File: src/rtl/vt_gen.sv
// Video timing generator: built-in 720p60 / 1080p60 / 480p60 tables plus one
// parameterised custom mode, with registered outputs one cycle behind the counters.
module vt_gen #(
  parameter int   CW         = 12,
  parameter int   C_H_ACTIVE = 1280,
  parameter int   C_H_FRONT  = 110,
  parameter int   C_H_SYNC   = 40,
  parameter int   C_H_BACK   = 220,
  parameter int   C_V_ACTIVE = 720,
  parameter int   C_V_FRONT  = 5,
  parameter int   C_V_SYNC   = 5,
  parameter int   C_V_BACK   = 20,
  parameter logic C_HS_POL   = 1'b0,
  parameter logic C_VS_POL   = 1'b0
) (
  input  logic          pix_clk,
  input  logic          rstn,
  input  logic          en,
  input  logic [1:0]    mode,
  output logic [CW-1:0] x,
  output logic [CW-1:0] y,
  output logic          de,
  output logic          hsync,
  output logic          vsync,
  output logic          frame_start,
  output logic          line_start,
  output logic [1:0]    mode_active
);

  logic [CW-1:0] h_cnt, v_cnt;
  logic [CW-1:0] h_act, h_fp, h_sw, h_bp;
  logic [CW-1:0] v_act, v_fp, v_sw, v_bp;
  logic [CW-1:0] h_ss, h_se, h_last, v_ss, v_se, v_last;
  logic          h_in, v_in, h_sync_on, v_sync_on, h_wrap, v_wrap;
  logic [1:0]    run_pol, idle_pol;

  // {hsync, vsync} active level for a mode
  function automatic logic [1:0] sync_pol(input logic [1:0] m);
    case (m)
      2'd2:    sync_pol = 2'b00;
      2'd3:    sync_pol = {C_HS_POL, C_VS_POL};
      default: sync_pol = 2'b11;
    endcase
  endfunction

  always_comb begin
    h_act = '0; h_fp = '0; h_sw = '0; h_bp = '0;
    v_act = '0; v_fp = '0; v_sw = '0; v_bp = '0;
    case (mode_active)
      2'd0: begin
        h_act = CW'(1280); h_fp = CW'(110); h_sw = CW'(40); h_bp = CW'(220);
        v_act = CW'(720);  v_fp = CW'(5);   v_sw = CW'(5);  v_bp = CW'(20);
      end
      2'd1: begin
        h_act = CW'(1920); h_fp = CW'(88); h_sw = CW'(44); h_bp = CW'(148);
        v_act = CW'(1080); v_fp = CW'(4);  v_sw = CW'(5);  v_bp = CW'(36);
      end
      2'd2: begin
        h_act = CW'(640); h_fp = CW'(16); h_sw = CW'(96); h_bp = CW'(48);
        v_act = CW'(480); v_fp = CW'(10); v_sw = CW'(2);  v_bp = CW'(33);
      end
      default: begin
        h_act = CW'(C_H_ACTIVE); h_fp = CW'(C_H_FRONT);
        h_sw  = CW'(C_H_SYNC);   h_bp = CW'(C_H_BACK);
        v_act = CW'(C_V_ACTIVE); v_fp = CW'(C_V_FRONT);
        v_sw  = CW'(C_V_SYNC);   v_bp = CW'(C_V_BACK);
      end
    endcase
  end

  assign h_ss   = h_act + h_fp;
  assign h_se   = h_ss + h_sw;
  assign h_last = h_se + h_bp - CW'(1);
  assign v_ss   = v_act + v_fp;
  assign v_se   = v_ss + v_sw;
  assign v_last = v_se + v_bp - CW'(1);

  assign h_in      = h_cnt < h_act;
  assign v_in      = v_cnt < v_act;
  assign h_sync_on = (h_cnt >= h_ss) && (h_cnt < h_se);
  assign v_sync_on = (v_cnt >= v_ss) && (v_cnt < v_se);
  assign h_wrap    = h_cnt == h_last;
  assign v_wrap    = v_cnt == v_last;
  assign run_pol   = sync_pol(mode_active);
  assign idle_pol  = sync_pol(mode);

  // Counters; the mode only switches on the last pixel so a frame never mixes timings
  always_ff @(posedge pix_clk or negedge rstn) begin
    if (!rstn) begin
      h_cnt       <= '0;
      v_cnt       <= '0;
      mode_active <= 2'd0;
    end else if (!en) begin
      h_cnt       <= '0;
      v_cnt       <= '0;
      mode_active <= mode;
    end else if (h_wrap) begin
      h_cnt <= '0;
      if (v_wrap) begin
        v_cnt       <= '0;
        mode_active <= mode;
      end else begin
        v_cnt <= v_cnt + CW'(1);
      end
    end else begin
      h_cnt <= h_cnt + CW'(1);
    end
  end

  // Output stage; while idle the syncs follow the mode being loaded into mode_active
  always_ff @(posedge pix_clk or negedge rstn) begin
    if (!rstn) begin
      x           <= '0;
      y           <= '0;
      de          <= 1'b0;
      hsync       <= 1'b0;
      vsync       <= 1'b0;
      frame_start <= 1'b0;
      line_start  <= 1'b0;
    end else if (!en) begin
      x           <= '0;
      y           <= '0;
      de          <= 1'b0;
      hsync       <= ~idle_pol[1];
      vsync       <= ~idle_pol[0];
      frame_start <= 1'b0;
      line_start  <= 1'b0;
    end else begin
      x           <= h_in ? h_cnt : '0;
      y           <= v_in ? v_cnt : '0;
      de          <= h_in && v_in;
      hsync       <= h_sync_on ? run_pol[1] : ~run_pol[1];
      vsync       <= v_sync_on ? run_pol[0] : ~run_pol[0];
      frame_start <= (h_cnt == '0) && (v_cnt == '0);
      line_start  <= (h_cnt == '0) && v_in;
    end
  end

endmodule

File: config.mk
export PLATFORM = sky130hd
export DESIGN_NAME = vt_gen
export DESIGN_NICKNAME = d
export VERILOG_FILES = /design/src/rtl/vt_gen.sv
export SDC_FILE = /design/constraint.sdc
export NUM_CORES = 1
export LEC_CHECK = 0
export ABC_AREA = 1
export BUFFER_PORTS_ARGS = -buffer_cell sky130_fd_sc_hd__buf_2
export CAP_MARGIN = 20
export CORE_ASPECT_RATIO = 0.75
export CORE_MARGIN = 1
export CORE_UTILIZATION = 40
export DETAILED_ROUTE_END_ITERATION = 12
export PLACE_DENSITY = 0.59
export SYNTH_ARGS = -nofsm -noshare
export SYNTH_HDL_FRONTEND = slang
export SYNTH_SLANG_ARGS = --single-unit
File: constraint.sdc
create_clock -name pix_clk -period 3.16 [get_ports pix_clk]
set_input_delay 0.158 -clock pix_clk [delete_from_list [all_inputs] [get_ports pix_clk]]
set_output_delay 0.158 -clock pix_clk [all_outputs]
set_load 0.005 [all_outputs]
== After elaboration in Yosys (flattened, before gate mapping) ==
Index checks and enable logic that the tools add are counted.
Storage, ports and cells
  flip-flop bits (word level): 55
  bits of input ports: 5
  output and inout port bits: 31
  word-level logic and storage cells: 78
Cells by class
  add/subtract/negate cells: 10
  $lt $le $gt $ge: 6
  eq/ne operators: 9
  mux-type cells: 29
  bitwise operators: 4
  reduce and logical (&&, ||, !) cells: 10
Operators with widths (count)
  12-bit 2-to-1 mux: 9
  12-bit adder: 6
  12-bit less-than comparator: 4
  11-bit case mux with 2 select lines: 2
  7-bit case mux with 2 select lines: 2
  12-bit by 1-bit adder with 12-bit output, second input constant: 2
  12-bit == test: 2
  12-bit >= comparator: 2
  12-bit logical NOT: 2
  12-bit by 1-bit subtractor with 12-bit output, second input constant: 2
  8-bit case mux with 2 select lines: 1
  6-bit case mux with 2 select lines: 1
  2-bit 2-to-1 mux: 5
  2-bit == test, second input constant: 4
  4-bit case mux with 2 select lines: 1
  1-bit 2-to-1 mux: 7
  1-bit logical AND: 5
  2-bit by 1-bit inequality test with 1-bit output, second input constant: 2
  1-bit inverter: 4
  2-bit OR reduction: 2
  3-bit 2-to-1 mux: 1
  2-bit by 1-bit == test with 1-bit output, second input constant: 1
  2-bit AND reduction: 1

== Longest topological paths before layout ==
Gate-level depths: netlist (run 1).
  depth in word-level cells: 10
  mapped depth: 17
  mapped depth without buffers: 16

== Worst setup path before layout (run 1) ==
Ideal clock, no wire load.
  path type: flip-flop to flip-flop
  start: reg mode_active[0]
  end: reg y[8]
  library setup time: 69 ps
  data arrival time: 2203 ps
  data required time: 3091 ps
  path slack: 888 ps
  cell stages (with the launch flop): 11
  path through: dfrtp_1 > inv_1 > ha_1 > buf_6 > inv_4 > ha_1 > a21o_1 > a211oi_1 > nand4_2 > buf_6 > nor2_2
Between the ends
  word-level cells in the longest chain between the ends: 5
  elaborated cells between the ends (all ways): 6
RTL lines
  start, declared: RTL line 27  | output logic [1:0] mode_active
  start signal, assigned: RTL line 96  | mode_active <= mode;
  start signal, assigned: RTL line 101  | mode_active <= mode;
  2-bit == test or 2-bit by 1-bit == test with 1-bit output (tied branches): RTL line 49  | case (mode_active)
  11-bit case mux with 2 select lines *: RTL line 49
  12-bit less-than comparator *: RTL line 79  | assign v_in = v_cnt < v_act;
  12-bit 2-to-1 mux *: RTL line 130  | y <= v_in ? v_cnt : '0;
  12-bit 2-to-1 mux *: RTL line 120  | end else if (!en) begin
  end signal, assigned: RTL line 130
  end, declared: RTL line 21  | output logic [CW-1:0] y,
Every way passes the cells marked *; elsewhere a longest branch is shown, timed or not.
A chain may end at the register's enable or synchronous reset.

== Final worst setup path (run 1) ==
  start: reg mode_active[0]
  end: reg line_start
Between the ends
  word-level cells in the longest chain between the ends: 5
  elaborated cells between the ends (all ways): 6
RTL lines
  2-bit == test or 2-bit by 1-bit == test with 1-bit output (tied branches): RTL line 49
  11-bit case mux with 2 select lines *: RTL line 49
  12-bit less-than comparator *: RTL line 79
  1-bit logical AND *: RTL line 135  | line_start <= (h_cnt == '0) && v_in;
  1-bit 2-to-1 mux *: RTL line 120
  end signal, assigned: RTL line 135
  end, declared: RTL line 26  | output logic line_start,
Marks and branches as above.

==> results.tsv, run 1 <==
stage	metric	value	unit
status	status	completed	
cts	h-tree-depth	2	
cts	tritoncts	done	
cts	cts_sinks	55	
logic_synthesis	postSynthAreaPerCell	7.44	sq um
sta	layout_setup_ws	396	ps
floorplanning	die_w	119	um
global_routing	grt_pass1_vias	3446	
global_routing	grt_max_degree	32	
detailed_routing	vias	3658	
finish	syn2layout_area_growth	10.0	%
logic_synthesis	synthCells	556	
critical_path	slowest_delay	510	ps
detailed_routing	route.detailed.wl_per_inst	14.7	um
sta	rsz0062_at_grt	false	
sta	tns	0	ps
logic_synthesis	yosysWarnings	0	
worst_hold_path	min_path_type	in -> reg	
floorplanning	initial_core_util	42.0	%
cts	root_buffer	clkbuf_16	
placed_design	dp_hpwl	7670	um
sta	clock.fmax	362	MHz
cts	numCtsBuffers	5	
finish	num_antenna_cells	0	
logic_synthesis	synthDistinctLibCells	36	
floorplanning	num_io_pins	36	
cts	cts.clk_slew.worst_paths	70	ps
detailed_routing	firstDrtPassIters	5	
floorplanning	num_rows	31	
finish	layout.nets	644	
floorplanning	dieArea	10800	sq um
cts	hold_buffers	1	
detailed_routing	drtAntennaViolNets	0	
logic_synthesis	async_reset_ff_share	100	%
cts	cts_resized	0	
critical_path	crit_type	reg -> reg	
critical_path	critPathTopFamily	adder cells	
logic_synthesis	ys_seq_area_share	33.3	%
power	ir_drop	0.249	mV
detailed_routing	drc_errors	0	
global_routing	grt_overflow_total	0	
logic_synthesis	synth_top_flop_cell	dfrtp_1	
critical_path	critical_path.startpoint_type	flop	
logic_synthesis	synth_edf_count	0	
critical_path	arrival	2980	ps
power	p_per_area	408	nW/um^2
detailed_routing	wirelength	10600	um
sta	max_slew_margin	53.5	%
critical_path	critPathCaptureType	flop	
power	cellLeakagePower	2.55	nW
placed_design	gp_congestion	0.894	
sta	tightest_slew	697	ps
cts	cts_buffer_depth	2	
global_routing	grt_usage	20.9	%
global_routing	grt_antenna_before_repair	0	
finish	layout-drive-gt1-share	12.1	%
finish	n_fill_cell	1003	
floorplanning	die_y	90.1	um
critical_path	cp_cell_sequence	inv_1 > ha_1 > inv_1 > ha_1 > a21o_1 > a211oi_1 > nand4_2 > nor2_1	
sta	finalSetupViolations	0	
sta	clock_skew	6.47	ps
cts	clk_latency	300	ps
logic_synthesis	syn_area	4140	sq um
cts	post-cts-setup-buffers	0	
detailed_routing	drt_iter0_drc	315	
detailed_routing	viasPerCell	5.07	
critical_path	critical_path_buf_inv_count	2	
job	max_cap_violations	0	
floorplanning	coreArea	9850	sq um
critical_path	slowest_stage	ha_1	
critical_path	critical_path.max_fanout	12	
sta	fin_crit_sh	87.5	%
sta	hold_viol	0	
global_routing	grt_pass1_wl	18000	um
placed_design	post-place-ws	400	ps
sta	min_period	2760	ps
placed_design	portBuffers	35	
critical_path	cp.required	3370	ps
sta	maxSlewViolCount	0	
logic_synthesis	ys_ff_latch	55	
-- cells by family (layout without fill, tap and decap cells) --
group,count (synthesis),in the layout,share of synthesized area (%)
other cells,1,2,0.0907
buf+inv,87,119,10.1
fa+ha+maj,52,52,15.7
flops,55,55,33.3
compound gates,33,33,4.63
xor+xnor,13,13,2.75
simple gates,315,315,33.5
-- Yosys cell counts, drive strengths merged (2+ instances only) --
master / number / area share, %
nand2: 163 / 15
a21oi: 16 / 1.9
clkbuf: 2 / 0.24
nand4: 25 / 3.9
o21ai: 10 / 1.2
inv: 70 / 6.5
nor4: 3 / 0.45
o21a: 2 / 0.36
nor2: 74 / 7.6
dfrtp: 55 / 33
xor2: 13 / 2.8
nor3: 10 / 1.3
buf: 15 / 3.3
nand3: 37 / 4.6
nand3b: 2 / 0.36
a21o: 2 / 0.36
ha: 51 / 15
-- area by class of cell --
class / instances / area (sq um) / share of cell area (%)
Clock buffer: 5 / 125 / 2.75
Clock inverter: 3 / 46.3 / 1.02
Inverter: 70 / 270 / 5.94
Multi-Input combinational cell: 415 / 2350 / 51.5
Sequential cell: 55 / 1380 / 30.2
Tap cell: 132 / 165 / 3.63
Timing Repair Buffer: 41 / 223 / 4.89
-- worst paths after layout --
kind / start / to / slack [ps] / cells past startpoint
hold reg to reg: h_cnt[0] / h_cnt[0] / 530 / 1
min in group asynchronous: rstn / x[10] / 440 / 2
setup / recovery: mode_active[0] / line_start / 400 / 8
setup reg to reg: mode_active[0] / line_start / 400 / 8
max in group asynchronous: rstn / frame_start / 1920 / 3
hold / removal: mode[0] / mode_active[0] / 90 / 3
-- cells in the final DEF, fill, tap and decap left out, types with 2 or more instances in the layout --
cell type	count
o21a_1	2
nand3_1	36
dfrtp_1	55
nor3_1	9
nor2_2	12
o21ai_1	2
nand3b_1	2
xor2_1	13
a21oi_1	16
nor4_1	3
inv_1	66
nand4_1	24
nor2_1	61
a21o_1	2
clkbuf_16	5
buf_4	5
o21ai_0	8
buf_2	35
inv_6	2
nand2_1	162
conb_1	2
inv_2	2
ha_1	51
-- metal layers --
metal	GRT usage, %	vias to the layer above	wire (um)
met3	3.87	8	764
met1	34.0	1681	5660
li1	-	1847	-
met2	28.1	122	4070
met4	3.85	0	85
met5	0	-	0
-- worst min-delay path: cells and delay by family --
kind                   cells  cell delay, ps
buffers and inverters      1              80
and+or+nand+nor            2             120
-- through the flow --
| stage | utilization, % | hold WS [ps] | instance area (sq um) | total power, mW | cells |
|---|---|---|---|---|---|
| 2_1_floorplan | - | -138 | 4140 | 1.09 | 557 |
| 3_3_place_gp | 44.4 | 240 | 4370 | 1.21 | 712 |
| 3_5_place_dp | 44.4 | 250 | 4370 | 1.22 | 712 |
| 4_1_cts | 46.2 | 89.8 | 4550 | 1.86 | 721 |
| 5_1_grt | 46.2 | 123 | 4550 | 1.96 | 721 |
| 6_report | 46.2 | 89.5 | 4550 | 1.86 | 721 |
-- power by group --
part	internal, mW	total [mW]	switching [mW]
clock	0.377	0.644	0.267
combinational	0.152	0.460	0.308
sequential	0.726	0.751	0.0251
total	1.26	1.86	0.600
-- sequential cells by signal, summed over array words and instances, names as in the netlist --
register	count
h_cnt	12
v_cnt	12
x	12
y	12
mode_active	2
de	1
frame_start	1
hsync	1
line_start	1
vsync	1
(Power assumes the default switching activity.)
==> run 2, diff against run 1 <==
BUFFER_PORTS_ARGS = default   (was -buffer_cell sky130_fd_sc_hd__buf_2)
DONT_BUFFER_PORTS = 1   (was default)
PLACE_DENSITY = 0.56   (was 0.59)
==> results.tsv, run 2 (synthesis results as in run 1) <==
stage	metric	value	unit
global_routing	grt_antenna_before_repair	0	
cts	cts_buffer_depth	2	
finish	num_antenna_cells	0	
power	p_seq_share	41.0	%
global_routing	grt_overflow_total	0	
power	ir_drop	0.216	mV
detailed_routing	vias	3549	
cts	root_buffer	clkbuf_16	
power	p_comb_share	24.0	%
sta	tns	0	ps
detailed_routing	viasPerCell	5.17	
worst_hold_path	min_path_type	in -> reg	
finish	seq_area	1380	sq um
floorplanning	die_y	90.1	um
critical_path	critical_path.most_common_cell	ha_1	
sta	maxSlewViolCount	0	
finish	stdcell_area	4410	sq um
detailed_routing	wirelength	10700	um
worst_hold_path	worstHoldStart	mode[1]	
detailed_routing	route.detailed.wl_per_inst	15.6	um
critical_path	startpoint	mode_active[0]	
cts	cts_resized	0	
critical_path	crit_type	reg -> reg	
detailed_routing	drc_errors	0	
critical_path	r2r-start	mode_active[0]	
cts	tritoncts	done	
cts	cts_sinks	55	
power	cellLeakagePower	2.38	nW
sta	hold_viol	0	
floorplanning	num_rows	31	
global_routing	grt_usage	21.3	%
floorplanning	initial_core_util	42.0	%
sta	rsz0062_at_grt	false	
placed_design	placed_area	4190	sq um
sta	hold-worst-slack	12.0	ps
placed_design	portBuffers	0	
sta	clock.fmax	376	MHz
power	p_per_area	418	nW/um^2
sta	min_period	2660	ps
floorplanning	dieArea	10800	sq um
finish	utilization	44.7	%
finish	layout.nets	610	
global_routing	grt_max_degree	56	
cts	numCtsBuffers	5	
finish	layout-drive-gt1-share	6.49	%
placed_design	dp_hpwl	7840	um
finish	multi_input_area	2350	sq um
placed_design	dp_cells	676	
floorplanning	num_io_pins	36	
placed_design	post-place-ws	494	ps
sta	finalSetupViolations	0	
critical_path	arrival	2870	ps
detailed_routing	firstDrtPassIters	5	
critical_path	cp.required	3370	ps
status	status	completed	
critical_path	critPathTopFamily	adder cells	
finish	n_fill_cell	998	
critical_path	critPathCaptureType	flop	
power	p_total	1.84	mW
finish	syn2layout_area_growth	6.53	%
global_routing	grt_pass1_wl	18000	um
critical_path	critical_path_buf_inv_count	2	
cts	cts.clk_slew.worst_paths	80	ps
global_routing	grt_pass1_vias	3402	
critical_path	r2r_end	y[0]	
critical_path	critical_path.max_fanout	16	
detailed_routing	drtAntennaViolNets	0	
floorplanning	die_w	119	um
critical_path	reg2reg_slack	500	ps
finish	final_common_cell	nand2_1	
power	clockPowerShare	35.0	%
critical_path	critical_path.startpoint_type	flop	
critical_path	slowest_stage	dfrtp_1	
finish	final_cells	687	
critical_path	slowest_delay	460	ps
power	switching_share	32.3	%
sta	fin_crit_sh	84.1	%
critical_path	r2r_cells	8	
detailed_routing	drt_iter0_drc	328	
critical_path	cp_cell_sequence	inv_1 > ha_1 > inv_4 > ha_1 > a21o_1 > a211oi_1 > nand4_2 > nor2_1	
cts	h-tree-depth	2	
cts	clk_latency	300	ps
sta	clock_skew	6.18	ps
sta	layout_setup_ws	503	ps
placed_design	gp_congestion	0.862	
sta	tightest_slew	564	ps
worst_hold_path	hold_depth	2	
finish	final_cell_mix	162 x nand2_1, 66 x inv_1, 61 x nor2_1	
floorplanning	coreArea	9850	sq um
worst_hold_path	holdPathEnd	mode_active[1]	
job	max_cap_violations	0	
power	p_switching	595	uW
power	internal_power	1.25	mW
sta	max_slew_margin	62.4	%
[run 2: repair_timing]
action	4_1_cts	5_1_grt
setup buffers	0	0
hold endpoints to repair	56	0
hold buffers	3	0
[run 2: area by class of cell]
cell class,count,area share (%)
Clock buffer,5,2.84
Clock inverter,3,1.05
Inverter,70,6.13
Multi-Input combinational cell,415,53.2
Sequential cell,55,31.2
Tap cell,132,3.75
Timing Repair Buffer,7,1.76
[run 2: power by group through the flow]
stage	Clock [mW]	Sequential [mW]	Combinational [mW]
floorplan	0	0.760	0.332
global placement	0	0.769	0.405
detailed placement	0	0.770	0.417
CTS	0.668	0.756	0.441
global route	0.687	0.760	0.501
finish	0.646	0.755	0.442
[run 2: how the worst max path moves through the flow]
stage                            end  slack [ps]  cells past startpoint
after floorplan                 y[8]         890                     10
after global placement    line_start         560                      8
after detailed placement        y[0]         490                      8
after CTS                       y[0]         470                      8
after global routing           vsync         240                     13
final                           y[0]         500                      8
[run 2: per-layer routing]
metal	track usage (%)	wire length, um
met1	33.9	5730
met2	28.6	4170
met3	4.06	690
met4	5.10	140
met5	0	0
